==> config.mk <==
export PLATFORM = sky130hd
export DESIGN_NAME = hyperbus_burst_splitter
export DESIGN_NICKNAME = d
export VERILOG_FILES = /design/src/rtl/hyperbus_pkg.sv /design/src/rtl/hyperbus_burst_splitter.sv
export SDC_FILE = /design/constraint.sdc
export NUM_CORES = 1
export LEC_CHECK = 0
export BUFFER_PORTS_ARGS = -buffer_cell sky130_fd_sc_hd__clkbuf_2
export CORE_MARGIN = 2
export CORE_UTILIZATION = 35
export DETAILED_ROUTE_END_ITERATION = 12
export HOLD_SLACK_MARGIN = 0.06
export PLACE_DENSITY = 0.63
export SLEW_MARGIN = 20
export SYNTH_ARGS = -nofsm -noshare
export SYNTH_HDL_FRONTEND = slang
export SYNTH_SLANG_ARGS = --single-unit
==> constraint.sdc <==
create_clock -name clk_i -period 7.51 [get_ports clk_i]
set_input_delay 0.751 -clock clk_i [delete_from_list [all_inputs] [get_ports clk_i]]
set_output_delay 0.751 -clock clk_i [all_outputs]
set_load 0.01 [all_outputs]
==> src/rtl/hyperbus_pkg.sv <==
// Shared HyperBus transfer types plus the burst splitter's state encoding and chunk sizing helper.
package hyperbus_pkg;

  typedef struct packed {
    logic        write;
    logic        address_space;
    logic        burst_type;
    logic [7:0]  burst;
    logic [31:0] address;
  } hyper_tf_t;

  typedef struct packed {
    logic [15:0] data;
    logic [1:0]  strb;
    logic        last;
  } hyper_tx_t;

  typedef struct packed {
    logic [15:0] data;
    logic        error;
    logic        last;
  } hyper_rx_t;

  typedef struct packed {
    logic error;
    logic last;
  } hyper_b_t;

  typedef enum logic [2:0] {Idle, Issue, Read, Write, WaitB} splitter_state_e;

  // Words in the next chunk: whatever is left, capped at the room before the next boundary.
  function automatic logic [8:0] chunk_words(input logic [8:0] remaining, input logic [8:0] room);
    return (remaining < room) ? remaining : room;
  endfunction

endpackage

==> src/rtl/hyperbus_burst_splitter.sv <==
// Splits linear-memory HyperBus transfers into chunks that never cross a MaxWords-aligned
// boundary, steering data beats per chunk and merging the per-chunk write responses.
module hyperbus_burst_splitter
  import hyperbus_pkg::*;
#(
  parameter int MaxWords = 16
) (
  input  logic      clk_i,
  input  logic      rst_ni,
  input  logic      in_valid_i,
  output logic      in_ready_o,
  input  hyper_tf_t in_tf_i,
  output logic      out_valid_o,
  input  logic      out_ready_i,
  output hyper_tf_t out_tf_o,
  input  logic      tx_valid_i,
  output logic      tx_ready_o,
  input  hyper_tx_t tx_i,
  output logic      phy_tx_valid_o,
  input  logic      phy_tx_ready_i,
  output hyper_tx_t phy_tx_o,
  input  logic      phy_rx_valid_i,
  output logic      phy_rx_ready_o,
  input  hyper_rx_t phy_rx_i,
  output logic      rx_valid_o,
  input  logic      rx_ready_i,
  output hyper_rx_t rx_o,
  input  logic      phy_b_valid_i,
  output logic      phy_b_ready_o,
  input  hyper_b_t  phy_b_i,
  output logic      b_valid_o,
  input  logic      b_ready_i,
  output hyper_b_t  b_o,
  output logic      busy_o
);

  localparam int OffW = $clog2(MaxWords);

  splitter_state_e state_q, state_d;
  hyper_tf_t       tf_q;
  logic [8:0]      remaining_q;
  logic [8:0]      chunk_q;
  logic [8:0]      beat_q;
  logic            err_q;

  logic       split;
  logic [8:0] room;
  logic [8:0] cur_words;
  logic       final_chunk;
  logic       beat_last;

  // tf_q.address always holds the start of the chunk about to be issued, so after the
  // first chunk it is aligned and room collapses to MaxWords.
  assign split       = ~tf_q.address_space & tf_q.burst_type;
  assign room        = 9'(MaxWords) - 9'(tf_q.address[OffW:1]);
  assign cur_words   = split ? chunk_words(remaining_q, room) : remaining_q;
  assign final_chunk = (remaining_q == 9'd0);
  assign beat_last   = (beat_q == chunk_q - 9'd1);
  assign busy_o      = (state_q != Idle);

  always_comb begin
    out_tf_o       = tf_q;
    out_tf_o.burst = 8'(cur_words - 9'd1);
  end

  always_ff @(posedge clk_i or negedge rst_ni) begin
    if (!rst_ni) begin
      state_q     <= Idle;
      tf_q        <= '0;
      remaining_q <= '0;
      chunk_q     <= '0;
      beat_q      <= '0;
      err_q       <= 1'b0;
    end else begin
      state_q <= state_d;
      case (state_q)
        Idle: if (in_valid_i) begin
          tf_q        <= in_tf_i;
          remaining_q <= {1'b0, in_tf_i.burst} + 9'd1;
          err_q       <= 1'b0;
        end
        Issue: if (out_ready_i) begin
          chunk_q      <= cur_words;
          remaining_q  <= remaining_q - cur_words;
          tf_q.address <= tf_q.address + {22'd0, cur_words, 1'b0};
          beat_q       <= '0;
        end
        Write: if (tx_valid_i && phy_tx_ready_i) beat_q <= beat_q + 9'd1;
        WaitB: if (phy_b_valid_i && phy_b_ready_o) err_q <= err_q | phy_b_i.error;
        default: ;
      endcase
    end
  end

  always_comb begin
    state_d        = state_q;
    in_ready_o     = 1'b0;
    out_valid_o    = 1'b0;
    tx_ready_o     = 1'b0;
    phy_tx_valid_o = 1'b0;
    phy_tx_o       = '0;
    phy_rx_ready_o = 1'b0;
    rx_valid_o     = 1'b0;
    rx_o           = '0;
    phy_b_ready_o  = 1'b0;
    b_valid_o      = 1'b0;
    b_o            = '0;
    case (state_q)
      Idle: begin
        in_ready_o = 1'b1;
        if (in_valid_i) state_d = Issue;
      end
      Issue: begin
        out_valid_o = 1'b1;
        if (out_ready_i) state_d = tf_q.write ? Write : Read;
      end
      Read: begin
        rx_valid_o     = phy_rx_valid_i;
        phy_rx_ready_o = rx_ready_i;
        rx_o           = phy_rx_i;
        rx_o.last      = phy_rx_i.last & final_chunk;
        if (phy_rx_valid_i && rx_ready_i && phy_rx_i.last)
          state_d = final_chunk ? Idle : Issue;
      end
      Write: begin
        phy_tx_valid_o = tx_valid_i;
        tx_ready_o     = phy_tx_ready_i;
        phy_tx_o       = tx_i;
        phy_tx_o.last  = beat_last;
        if (tx_valid_i && phy_tx_ready_i && beat_last) state_d = WaitB;
      end
      WaitB: begin
        // Intermediate responses are absorbed here; only the final one reaches upstream.
        phy_b_ready_o = final_chunk ? b_ready_i : 1'b1;
        b_valid_o     = final_chunk & phy_b_valid_i;
        b_o.error     = err_q | phy_b_i.error;
        b_o.last      = 1'b1;
        if (phy_b_valid_i && phy_b_ready_o) state_d = final_chunk ? Idle : Issue;
      end
      default: state_d = Idle;
    endcase
  end

endmodule

# [Word-level counts from Yosys, hierarchy flattened]
# Index checks and enable logic that the tools add are counted.
# Widths: inputs -> output; s select.
[totals] inputBits=92 word_cells=86 ff_bits=66
[op_classes] order_cmp=1 n_reduce_logical=18 mux=34 bitwise=5 n_addsub=7 eq_ne=12
[op_table] op="$mux 32" count=2
[op_table] op="$pmux 32 s2" count=1
[op_table] op="$mux 9" count=6
[op_table] op="$pmux 9 s2" count=2
[op_table] op="$add 32x10->32" count=1
[op_table] op="$mux 19" count=1
[op_table] op="$mux 18" count=1
[op_table] op="$mux 3" count=5
[op_table] op="$pmux 3 s5" count=1
[op_table] op="$ne 2x2->1 const B" count=7
[op_table] op="$mux 1" count=13
[op_table] op="$add 8x1->9 const B" count=1
[op_table] op="$add 9x1->9 const B" count=1
[op_table] op="$eq 9x9->1" count=1
[op_table] op="$logic_not 9->1" count=1
[op_table] op="$lt 9x9->1" count=1
[op_table] op="$reduce_and 3->1" count=3
[op_table] op="$sub 9x1->9 const B" count=1
[op_table] op="$sub 9x9->9" count=1
[op_table] op="$sub 8x1->8 const B" count=1
[op_table] op="$eq 3x2->1 const B" count=2
[op_table] op="$logic_and 1x1->1" count=6
[op_table] op="$reduce_bool 2->1" count=3
[op_table] op="$sub 5x4->6 const A" count=1
[op_table] op="11 further kinds" count=14

# [Longest topological paths before layout]
# Gate-level depths: netlist of run 1.
[depth] ltp_word=7 depth_mapped=23 mapped_depth_nobuf=22

# [Worst setup path after synthesis of run 1]
# OpenSTA, ideal clock, no wires.
[synth_path] path_type="reg-to-reg" startpoint="register tf_q (netlist bit out_tf_o[1])" endpoint="register tf_q (netlist bit out_tf_o[21])" required_time_ns=7.373 n_path_buf=1 stages_incl_launch_ff=21 slack_ns=2.688 t_arrival_ns=4.685 cell_sequence="dfrtp_1 > inv_1 > ha_1 > inv_1 > ha_1 > a21o_1 > maj3_1 > o2111ai_1 > nand2_1 > buf_2 > mux2i_1 > inv_1 > ha_1 > fa_1 > a21oi_1 > o21ai_0 > a211oi_1 > nor4_1 > a31o_2 > a21oi_1 > a21oi_1"
[synth_via] elab_chain_cells=7
[synth_rtl] item="from (decl)" line_no="hyperbus_burst_splitter.sv:40" text="hyper_tf_t tf_q;"
[synth_rtl] item="from (signal assigned)" line_no="hyperbus_burst_splitter.sv:78" text="tf_q <= in_tf_i;"
[synth_rtl] item="$sub 5x4->6 *" line_no="hyperbus_burst_splitter.sv:55" text="assign room = 9'(MaxWords) - 9'(tf_q.address[OffW:1]);"
[synth_rtl] item="$lt 9x9->1" line_no="hyperbus_pkg.sv:33" text="return (remaining < room) ? remaining : room;"
[synth_rtl] item="$mux 9 *" line_no="hyperbus_pkg.sv:33"
[synth_rtl] item="$mux 9 *" line_no="hyperbus_burst_splitter.sv:56" text="assign cur_words = split ? chunk_words(remaining_q, room) : remaining_q;"
[synth_rtl] item="via cur_words[0]" line_no="hyperbus_burst_splitter.sv:48" text="logic [8:0] cur_words;"
[synth_rtl] item="$add 32x10->32 *" line_no="hyperbus_burst_splitter.sv:85" text="tf_q.address <= tf_q.address + {22'd0, cur_words, 1'b0};"
[synth_rtl] item="$mux 32 *" line_no="hyperbus_burst_splitter.sv:82" text="Issue: if (out_ready_i) begin"
[synth_rtl] item="$pmux 32 s2 *" line_no="hyperbus_burst_splitter.sv:76" text="case (state_q)"
# The timed path passes the listed nets; every way through them passes the cells marked *. The select of a mux whose other input is x is not followed.
# A chain may end at the register's enable or synchronous reset.

# [Worst setup path after layout of run 1]
# Same ends and word-level chain as after synthesis.

==> out/metrics.csv, run 1 <==
metric,value,unit
clk_path_buf_depth,2,
synth_nets,765,
grt_max_degree,67,
multi_input_area,3320,um2
start_kind,flip-flop,
overflow,0,
antenna_found_initial,0,
grt.total_usage,19.3,%
worst_hold_path.endpoint,out_tf_o[0],
period_needed,5.57,ns
gp_congestion,0.841,
yosys_warnings,0,
portBuffers,180,
rsz0062_at_grt,false,
path_cells,inv_1 -> ha_1 -> inv_1 -> ha_1 -> a21o_1 -> maj3_1 -> o2111ai_1 -> nand2_1 -> mux2i_1 -> inv_1 -> fa_1 -> a21oi_1 -> o21ai_0 -> a211oi_1 -> nor4_1 -> a31o_2 -> a21oi_1 -> a21oi_1,
synthFlopType,dfrtp_1,
ios,183,
vias,5290,
synth_edf_count,0,
drc,0,
initial_utilization,35.8,%
p_int,1580,uW
grt_pass1_wl,24700,um
viasPerCell,5.28,
async_flop_share,100,%
period_share,74.2,%
clk_pin_slew,0.06,ns
hold_path_startpoint,out_tf_o[0],
whs,0.480,ns
crit_buf_inv,3,
filler_cell_count,1457,
synth_top_area_cell,dfrtp_1,
seq_power_share,23.8,%
hold_path_class,reg -> reg,
setup_tns,0,ns
final_cells,1002,
grt_pass1_vias,4953,
synthCells,646,
vdd_drop_max,0.163,mV
die_x,126,um
arrival,5.78,ns
fin_worst_skew,0.00567,ns
hpwl,11400,um
power,3040,uW
reg2reg_to,out_tf_o[21],
cts_tree,built,
synth.distinct_cells,73,
wire_per_inst,15.3,um
area_growth,25.2,%
power_frac_comb,62.4,%
power_density,464,nW/um2
hold_buffers,0,
swShare,48.0,%
synth-xor-area-share,7.54,%
setup_viol,0,
root_buffer,clkbuf_16,
cp.required,7.71,ns
critPathMaxFanout,12,
cts-resized-gates,0,
status,"complete, no violations",
synth_top_area_share,31.6,%
cts-htree-levels,3,
synth_top_family_by_area,simple AND/OR/NAND/NOR gates,
regToRegSetupSlack,1.94,ns
die_h,126,um
core,14600,um2
cpPeakStageDelay,0.78,ns
timing.rr.start,out_tf_o[1],
power.leakage,0.00315,uW
maxSlewViolCount,0,
hold_violations,0,
drtIter0Drc,228,
ys_ff_latch,66,
seqCellArea,1650,um2
drv_cap,0,
cts_setup_buffers,0,
fin_nets,932,
synth_mux_area_share,2.42,%
first_pass_iters,4,
max_freq,179,MHz
ys_seq_area_share,31.6,%
slew_headroom,38.7,%
synth_compound_area_share,21.1,%
die-area,15900,um2
synthesis.area,5230,um2
end_kind,flip-flop,
min_path_cells,2,
synth_adder_area_share,6.94,%
worstMarginPinSlew,0.919,ns
synthSimpleGateAreaFrac,25.5,%
r2r_cells,18,
avgSynthCellArea,8.10,um2
antennaDiodeCount,0,
rows,44,
cts_buffers,9,
cts_sinks,66,
place_inst,986,
critPathTopFamily,compound AO/OA/AOI/OAI gates,
detail-route-antenna-nets,0,
insertion_delay,0.34,ns
drive_gt1_share,27.8,%
switchingPower,1460,uW
path_class,reg -> reg,
synth_area_leaders,"dfrtp_1, ha_1, nand2_1",
slowest_stage,a211oi_1,
clkPwrFrac,13.7,%
wl,15300,um
[cell families (layout without fill, tap and decap cells)]
group	Yosys count	in the layout
muxes	12	12
adders and majority gates	28	28
DFF	66	66
and+or+nand+nor	256	256
AOI/OAI and AO/OA	179	179
xor gates and xnor gates	45	45
buffers and inverters	60	232
[worst reg2reg max path, stage by stage, from the launching register on]
cell and delay, ns:
dfrtp_1 0.53, inv_1 0.10, ha_1 0.36, inv_1 0.06, ha_1 0.27, a21o_1 0.16
maj3_1 0.32, o2111ai_1 0.10, nand2_1 0.37, mux2i_1 0.63, inv_1 0.17, fa_1 0.46
a21oi_1 0.21, o21ai_0 0.14, a211oi_1 0.78, nor4_1 0.26, a31o_2 0.31, a21oi_1 0.14
a21oi_1 0.05
[worst max-delay path by stage]
stage,startpoint,to,slack [ns],cells past startpoint
floorplan,out_tf_o[1],out_tf_o[21],2.69,20
global placement,out_tf_o[1],out_tf_o[21],1.98,18
detailed placement,out_tf_o[1],out_tf_o[21],1.93,18
CTS,out_tf_o[1],out_tf_o[21],1.92,18
global route,out_tf_o[1],out_tf_o[21],1.59,18
finish,out_tf_o[1],out_tf_o[21],1.94,18
[state kept, by name, indices dropped and copies added, names as in the netlist]
| name | cells |
|---|---|
| out_tf_o | 35 |
| beat_q | 9 |
| chunk_q | 9 |
| remaining_q | 9 |
| state_q | 3 |
| err_q | 1 |
[power groups by stage]
stage               Sequential, uW  Clock (uW)  Combinational, uW
finish                         724         417               1900
global route                   755         440               2140
floorplan                      702           0               1370
detailed placement             726           0               1900
global placement               724           0               1880
CTS                            721         428               1910
[cell type report]
type | count | share of cell area (%)
timing repair buffer | 185 | 14.3
clock inverter | 3 | 0.344
inverter | 31 | 1.78
sequential | 66 | 25.2
clock buffer | 13 | 4.13
multi-input combinational | 520 | 50.7
tap | 184 | 3.52
[Yosys cell counts, types with 3 or more instances]
master	number
a211oi_1	3
nor2b_1	7
mux2_2	5
xnor2_1	30
xor2_1	15
a21o_1	6
nand4_1	5
a31oi_1	7
nor2_1	37
nand3_1	30
and4_1	3
o31ai_1	7
a21oi_1	57
clkbuf_1	21
o21ai_1	3
a21o_2	4
inv_1	31
nand2_1	78
and3_1	9
mux2i_1	7
or3_1	3
nor4_1	4
dfrtp_1	66
and2_1	43
ha_1	25
a2bb2oi_1	6
o22ai_1	14
o21ai_0	45
nor3_1	11
o21a_1	4
nand2b_1	4
o211ai_1	3
nor3b_1	3
[metrics by stage]
| step | utilization [%] | setup slack (ns) | instance area [um2] |
|---|---|---|---|
| floorplan | - | 2.69 | 5230 |
| global placement | 42.9 | 1.98 | 6260 |
| detailed placement | 42.9 | 1.93 | 6260 |
| CTS | 44.9 | 1.92 | 6550 |
| global route | 44.9 | 1.59 | 6550 |
| finish | 44.9 | 1.94 | 6550 |
[cell usage in the layout (no fill, tap or decap), types with 3 or more instances in the layout]
| cell | n |
|---|---|
| a31oi_1 | 7 |
| a21oi_1 | 57 |
| o21ai_0 | 45 |
| mux2_2 | 5 |
| clkbuf_2 | 179 |
| o22ai_1 | 14 |
| and3_1 | 9 |
| nor3b_1 | 3 |
| clkbuf_16 | 9 |
| nor3_1 | 11 |
| a2bb2oi_1 | 6 |
| nor4_1 | 4 |
| ha_1 | 25 |
| inv_1 | 31 |
| buf_4 | 5 |
| xnor2_1 | 30 |
| and2_1 | 43 |
| clkinvlp_4 | 3 |
| a21o_1 | 6 |
| nor2b_1 | 7 |
| o211ai_1 | 3 |
| o31ai_1 | 7 |
| nand2_1 | 78 |
| a21o_2 | 4 |
| nor2_1 | 37 |
| nand3_1 | 30 |
| or3_1 | 3 |
| dfrtp_1 | 66 |
| a211oi_1 | 3 |
| nand2b_1 | 4 |
| and4_1 | 3 |
| nand4_1 | 5 |
| mux2i_1 | 7 |
| o21a_1 | 4 |
| clkbuf_8 | 3 |
| xor2_1 | 15 |
| o21ai_1 | 3 |
[layer usage]
layer / GRT usage [%] / share of wire, % / vias up
met4: 6.59 / 1.2 / 0
met1: 24.8 / 45 / 2444
li1: - / - / 2642
met3: 2.68 / 5.7 / 13
met2: 33.1 / 48 / 191
met5: 0 / 0 / -
Power figures use the tool's default switching activity.
==> inputs of run 2 (changes only) <==
==> constraint.sdc (replaced) <==
create_clock -name clk_i -period 5.8 [get_ports clk_i]
set_input_delay 0.58 -clock clk_i [delete_from_list [all_inputs] [get_ports clk_i]]
set_output_delay 0.58 -clock clk_i [all_outputs]
set_load 0.01 [all_outputs]
==> run 2 against run 1 <==
Sequential power increased by 30%. Combinational power grew 32%. Global-route usage up 0.092 points. Via count barely moved. Design area up 0.86%. Non-clock buffer count rose by 4. Power increased by 33%.
==> out/metrics.csv, run 2 (synthesis gave the netlist of run 1 again) <==
metric,value,unit,change
status,"complete, no violations",,
grt.total_usage,19.4,%,+0.092 points
filler_cell_count,1487,,+2.1%
path_class,reg -> reg,,
power.leakage,0.00318,uW,+1.2%
seq_power_share,23.2,%,-0.6 points
area_growth,26.3,%,
cts-resized-gates,0,,unchanged
critPathMaxFanout,12,,unchanged
power_density,612,nW/um2,+32%
rows,44,,unchanged
drc,0,,unchanged
p_int,2140,uW,+36%
final_area,6610,um2,+0.86%
die_h,126,um,unchanged
setup_viol,0,,unchanged
use_met1,24.7,%,-0.11 points
postPlaceCellArea,6290,um2,+0.48%
period_share,87.0,%,+13 points
maxSlewViolCount,0,,unchanged
hold_path_class,in -> async,,
gp_congestion,0.846,,+0.56%
viasPerCell,5.26,,-0.32%
fin_nets,936,,+0.43%
vias,5289,,-0.019%
end_kind,flip-flop,,
final_cells,1005,,+0.30%
clkPwrFrac,14.8,%,+1.1 points
largest_register_ffs,35,,unchanged
grt_pass1_vias,4957,,+0.081%
cp.required,6.05,ns,-1.66 ns
first_pass_iters,5,,+1
core,14600,um2,unchanged
setup_tns,0,ns,unchanged
cts_setup_buffers,0,,unchanged
clk_path_buf_depth,2,,unchanged
slew_headroom,39.9,%,+1.2 points
period_needed,5.05,ns,-0.527 ns
drtIter0Drc,199,,-13%
insertion_delay,0.34,ns,about the same
busiest_layer,met2,,
wl,15400,um,+0.33%
root_buffer,clkbuf_16,,
overflow,0,,unchanged
use_met3,3.23,%,+0.55 points
clk_pin_slew,0.06,ns,about the same
cts-htree-levels,3,,unchanged
hold_buffers,0,,unchanged
wire_per_inst,15.3,um,about the same
cts_buffers,9,,unchanged
fin_worst_skew,0.00485,ns,-0.000821 ns
whs,0.455,ns,-0.0253 ns
power,4040,uW,+33%
hold_violations,0,,unchanged
detail-route-antenna-nets,0,,unchanged
mostFrequentLayoutCells,"clkbuf_2, nand2_1, dfrtp_1, a21oi_1, o21ai_0",,
start_kind,flip-flop,,
max_freq,198,MHz,+10%
power_frac_comb,62.0,%,-0.4 points
worstMarginPinSlew,0.900,ns,-0.0192 ns
drv_cap,0,,unchanged
vdd_drop_max,0.220,mV,+35%
place_inst,990,,+0.41%
antennaDiodeCount,0,,unchanged
met2_usage,33.0,%,-0.13 points
rsz0062_at_grt,false,,
antenna_found_initial,0,,unchanged
ios,183,,unchanged
grt_max_degree,67,,unchanged
grt_pass1_wl,24800,um,+0.67%
initial_utilization,35.8,%,unchanged
die_x,126,um,unchanged
swShare,47.0,%,-1.0 points
drive_gt1_share,28.0,%,+0.26 points
hpwl,11400,um,-0.10%
final_common_cell,clkbuf_2,,
cts_tree,built,,
cts_sinks,66,,unchanged
switchingPower,1900,uW,+30%
portBuffers,180,,unchanged
arrival,5.30,ns,-0.48 ns
die-area,15900,um2,unchanged
[run 2: cell count changes in the layout (fill, tap and decap cells not counted)]
cell / delta
clkinvlp_4: -2
bufinv_16: +2
buf_4: +4
clkinv_4: +1
clkbuf_8: -2
[run 2: cell type report]
| type | count | area, um2 | share of cell area, % |
|---|---|---|---|
| multi-input combinational | 520 | 3320 | 50.3 |
| sequential | 66 | 1650 | 25.0 |
| timing repair buffer | 189 | 968 | 14.7 |
| clock buffer | 11 | 243 | 3.67 |
| clock inverter | 4 | 76.3 | 1.16 |
| tap | 184 | 230 | 3.49 |
| inverter | 31 | 116 | 1.76 |
[run 2: worst paths after layout]
path	cells after the start	end	slack, ns	start
setup / recovery	19	out_tf_o[23]	0.75	out_tf_o[1]
hold / removal	2	state_q[0]	0.46	rst_ni
setup reg to reg	19	out_tf_o[23]	0.75	out_tf_o[1]
hold reg to reg	2	out_tf_o[0]	0.48	out_tf_o[0]
max in group asynchronous	2	out_tf_o[8]	4.78	rst_ni
min in group clk_i	3	out_tf_o[0]	0.47	in_tf_i[0]
[run 2: routing by layer]
metal,routed length (um),share of wire [%]
met1,6870,45
met5,0,0
met4,331,2.2
met3,968,6.3
met2,7220,47
[run 2: metrics by stage]
step	utilization (%)	worst slack (ns)
after floorplan	-	0.978
after global placement	43.1	0.826
after detailed placement	43.1	0.831
after CTS	45.3	0.789
after global routing	45.3	0.325
final	45.3	0.754
[run 2: worst max-delay path, cell delays in order (launching register included)]
cell and delay [ns]:
dfrtp_1 0.54, inv_1 0.11, ha_1 0.36, inv_1 0.06
ha_1 0.27, a21o_1 0.16, maj3_1 0.32, o2111ai_1 0.11
nand2_1 0.40, mux2i_1 0.45, inv_1 0.08, ha_1 0.33
nand2_1 0.10, o21ai_0 0.25, a211oi_1 0.12, buf_4 0.17
nor4_1 0.62, a21o_1 0.22, a21oi_1 0.06, a211oi_1 0.22
[run 2: power by group through the flow]
stage	clock network [uW]	logic [uW]	registers [uW]
final	597	2500	938
after global routing	628	2820	980
after CTS	611	2520	935
after detailed placement	0	2510	942
after global placement	0	2490	938
after floorplan	0	1780	908
==> inputs of run 3 (changes only) <==
--- a/config.mk
+++ b/config.mk
@@ -9,6 +9,7 @@
 export CORE_MARGIN = 2
 export CORE_UTILIZATION = 35
 export DETAILED_ROUTE_END_ITERATION = 12
+export GPL_TIMING_DRIVEN = 0
 export HOLD_SLACK_MARGIN = 0.06
 export PLACE_DENSITY = 0.63
 export SLEW_MARGIN = 20
==> run 3 against run 2 <==
Final cell count grew 2.2%. Via count grew 3.6%. Register-to-register slack lost 0.31 ns. Largest cell class unchanged.
==> out/metrics.csv, run 3 (synthesis gave the netlist of run 1 again) <==
metric,value,unit,change
wire_per_inst,16.6,um,+8.5%
power_density,611,nW/um2,about the same
arrival,5.56,ns,+0.26 ns
cp.required,6.01,ns,-0.04 ns
final_area,6720,um2,+1.7%
power,4110,uW,+1.7%
die-area,15900,um2,unchanged
status,"complete, no violations",,
drc,0,,unchanged
area_growth,28.4,%,
path_cells,inv_1 -> ha_1 -> inv_1 -> ha_1 -> a21o_1 -> maj3_1 -> o2111ai_1 -> nand2_1 -> buf_2 -> mux2i_1 -> inv_1 -> ha_1 -> fa_1 -> a21oi_1 -> o21ai_0 -> a211oi_2 -> nor4_1 -> a31o_2 -> a21oi_1 -> a21oi_1,,
maxSlewViolCount,0,,unchanged
filler_cell_count,1497,,+0.67%
cts_setup_buffers,0,,unchanged
root_buffer,clkbuf_16,,
ios,183,,unchanged
grt_max_degree,42,,-37%
clk_path_buf_depth,2,,unchanged
viasPerCell,5.34,,+1.4%
end_kind,flip-flop,,
antennaDiodeCount,0,,unchanged
mostFrequentLayoutCells,"clkbuf_2, nand2_1, dfrtp_1, a21oi_1, o21ai_0",,
critPathTopFamily,compound AO/OA/AOI/OAI gates,,
wl,17100,um,+11%
period_needed,5.36,ns,+0.310 ns
critPathMaxFanout,10,,-2
slew_headroom,39.0,%,-0.84 points
max_freq,187,MHz,-5.8%
insertion_delay,0.35,ns,about the same
portBuffers,180,,unchanged
final_common_cell,clkbuf_2,,
fin_nets,957,,+2.2%
hold_violations,0,,unchanged
cts-htree-levels,3,,unchanged
cts-resized-gates,0,,unchanged
period_share,92.4,%,+5.3 points
seqCellArea,1650,um2,unchanged
rows,44,,unchanged
critPathLaunch,out_tf_o[1],,
detail-route-antenna-nets,0,,unchanged
initial_utilization,35.8,%,unchanged
crit_buf_inv,4,,unchanged
setup_tns,0,ns,unchanged
slowest_stage,dfrtp_1,,
vias,5482,,+3.6%
drv_cap,0,,unchanged
hold_path_class,in -> async,,
fin_worst_skew,0.00797,ns,+0.00312 ns
utilization,46.0,%,+0.77 points
drtIter0Drc,309,,+55%
core,14600,um2,unchanged
hold_buffers,0,,unchanged
worstMarginPinSlew,0.913,ns,+0.0126 ns
antenna_found_initial,0,,unchanged
vdd_drop_max,0.225,mV,+2.3%
gp_congestion,0.837,,-1.1%
die_x,126,um,unchanged
cts_buffers,9,,unchanged
cpPeakStageDelay,0.54,ns,-0.08 ns
grt_pass1_wl,26600,um,+7.0%
first_pass_iters,5,,unchanged
postPlaceCellArea,6390,um2,+1.7%
power.leakage,0.00321,uW,+0.93%
multi_input_area,3320,um2,+0.15%
cts_sinks,66,,unchanged
clk_pin_slew,0.06,ns,about the same
grt.total_usage,21.1,%,+1.8 points
grt_pass1_vias,5085,,+2.6%
whs,0.208,ns,-0.247 ns
setup_viol,0,,unchanged
largest_register_ffs,35,,unchanged
rsz0062_at_grt,false,,
overflow,0,,unchanged
start_kind,flip-flop,,
path_class,reg -> reg,,
hpwl,13100,um,+15%
drive_gt1_share,27.2,%,-0.85 points
timing.rr.start,out_tf_o[1],,
die_h,126,um,unchanged
cts_tree,built,,
run 3: worst paths after layout:
check,cells past startpoint,end,slack [ns]
max in group asynchronous,2,out_tf_o[5],5.04
hold reg to reg,2,out_tf_o[0],0.48
hold / removal,1,chunk_q[0],0.21
setup / recovery,20,out_tf_o[21],0.44
min in group clk_i,3,out_tf_o[0],0.46
setup reg to reg,20,out_tf_o[21],0.44
run 3: area by class of cell:
class	instances	area share, %
plain buffers	29	2.12
clock buffers	12	3.67
clock inverters	4	1.12
inverters	31	1.73
multi-input cells	520	49.5
flip-flops and latches	66	24.6
well taps	184	3.43
repair buffers	181	13.9
run 3: power by group:
part	switching [uW]	leakage [uW]	total (uW)	internal [uW]
clock	219	0.000149	608	389
sequential	267	0.000803	923	656
combinational	1480	0.00226	2580	1100
total	1970	0.00321	4110	2140
run 3: metal layers:
| metal | track usage [%] | up-vias | share of wire (%) |
|---|---|---|---|
| met5 | 0 | - | 0 |
| met4 | 7.95 | 0 | 2.1 |
| met3 | 3.65 | 23 | 6.0 |
| met2 | 36.0 | 214 | 48 |
| met1 | 26.8 | 2570 | 44 |
| li1 | - | 2675 | - |
run 3: stage by stage:
| stage | setup WS [ns] | instances |
|---|---|---|
| 5_1_grt | 0.102 | 1027 |
| 6_report | 0.444 | 1027 |
| 4_1_cts | 0.128 | 1027 |
| 3_5_place_dp | 0.168 | 1011 |
| 3_3_place_gp | 0.156 | 1010 |
| 2_1_floorplan | 0.978 | 646 |
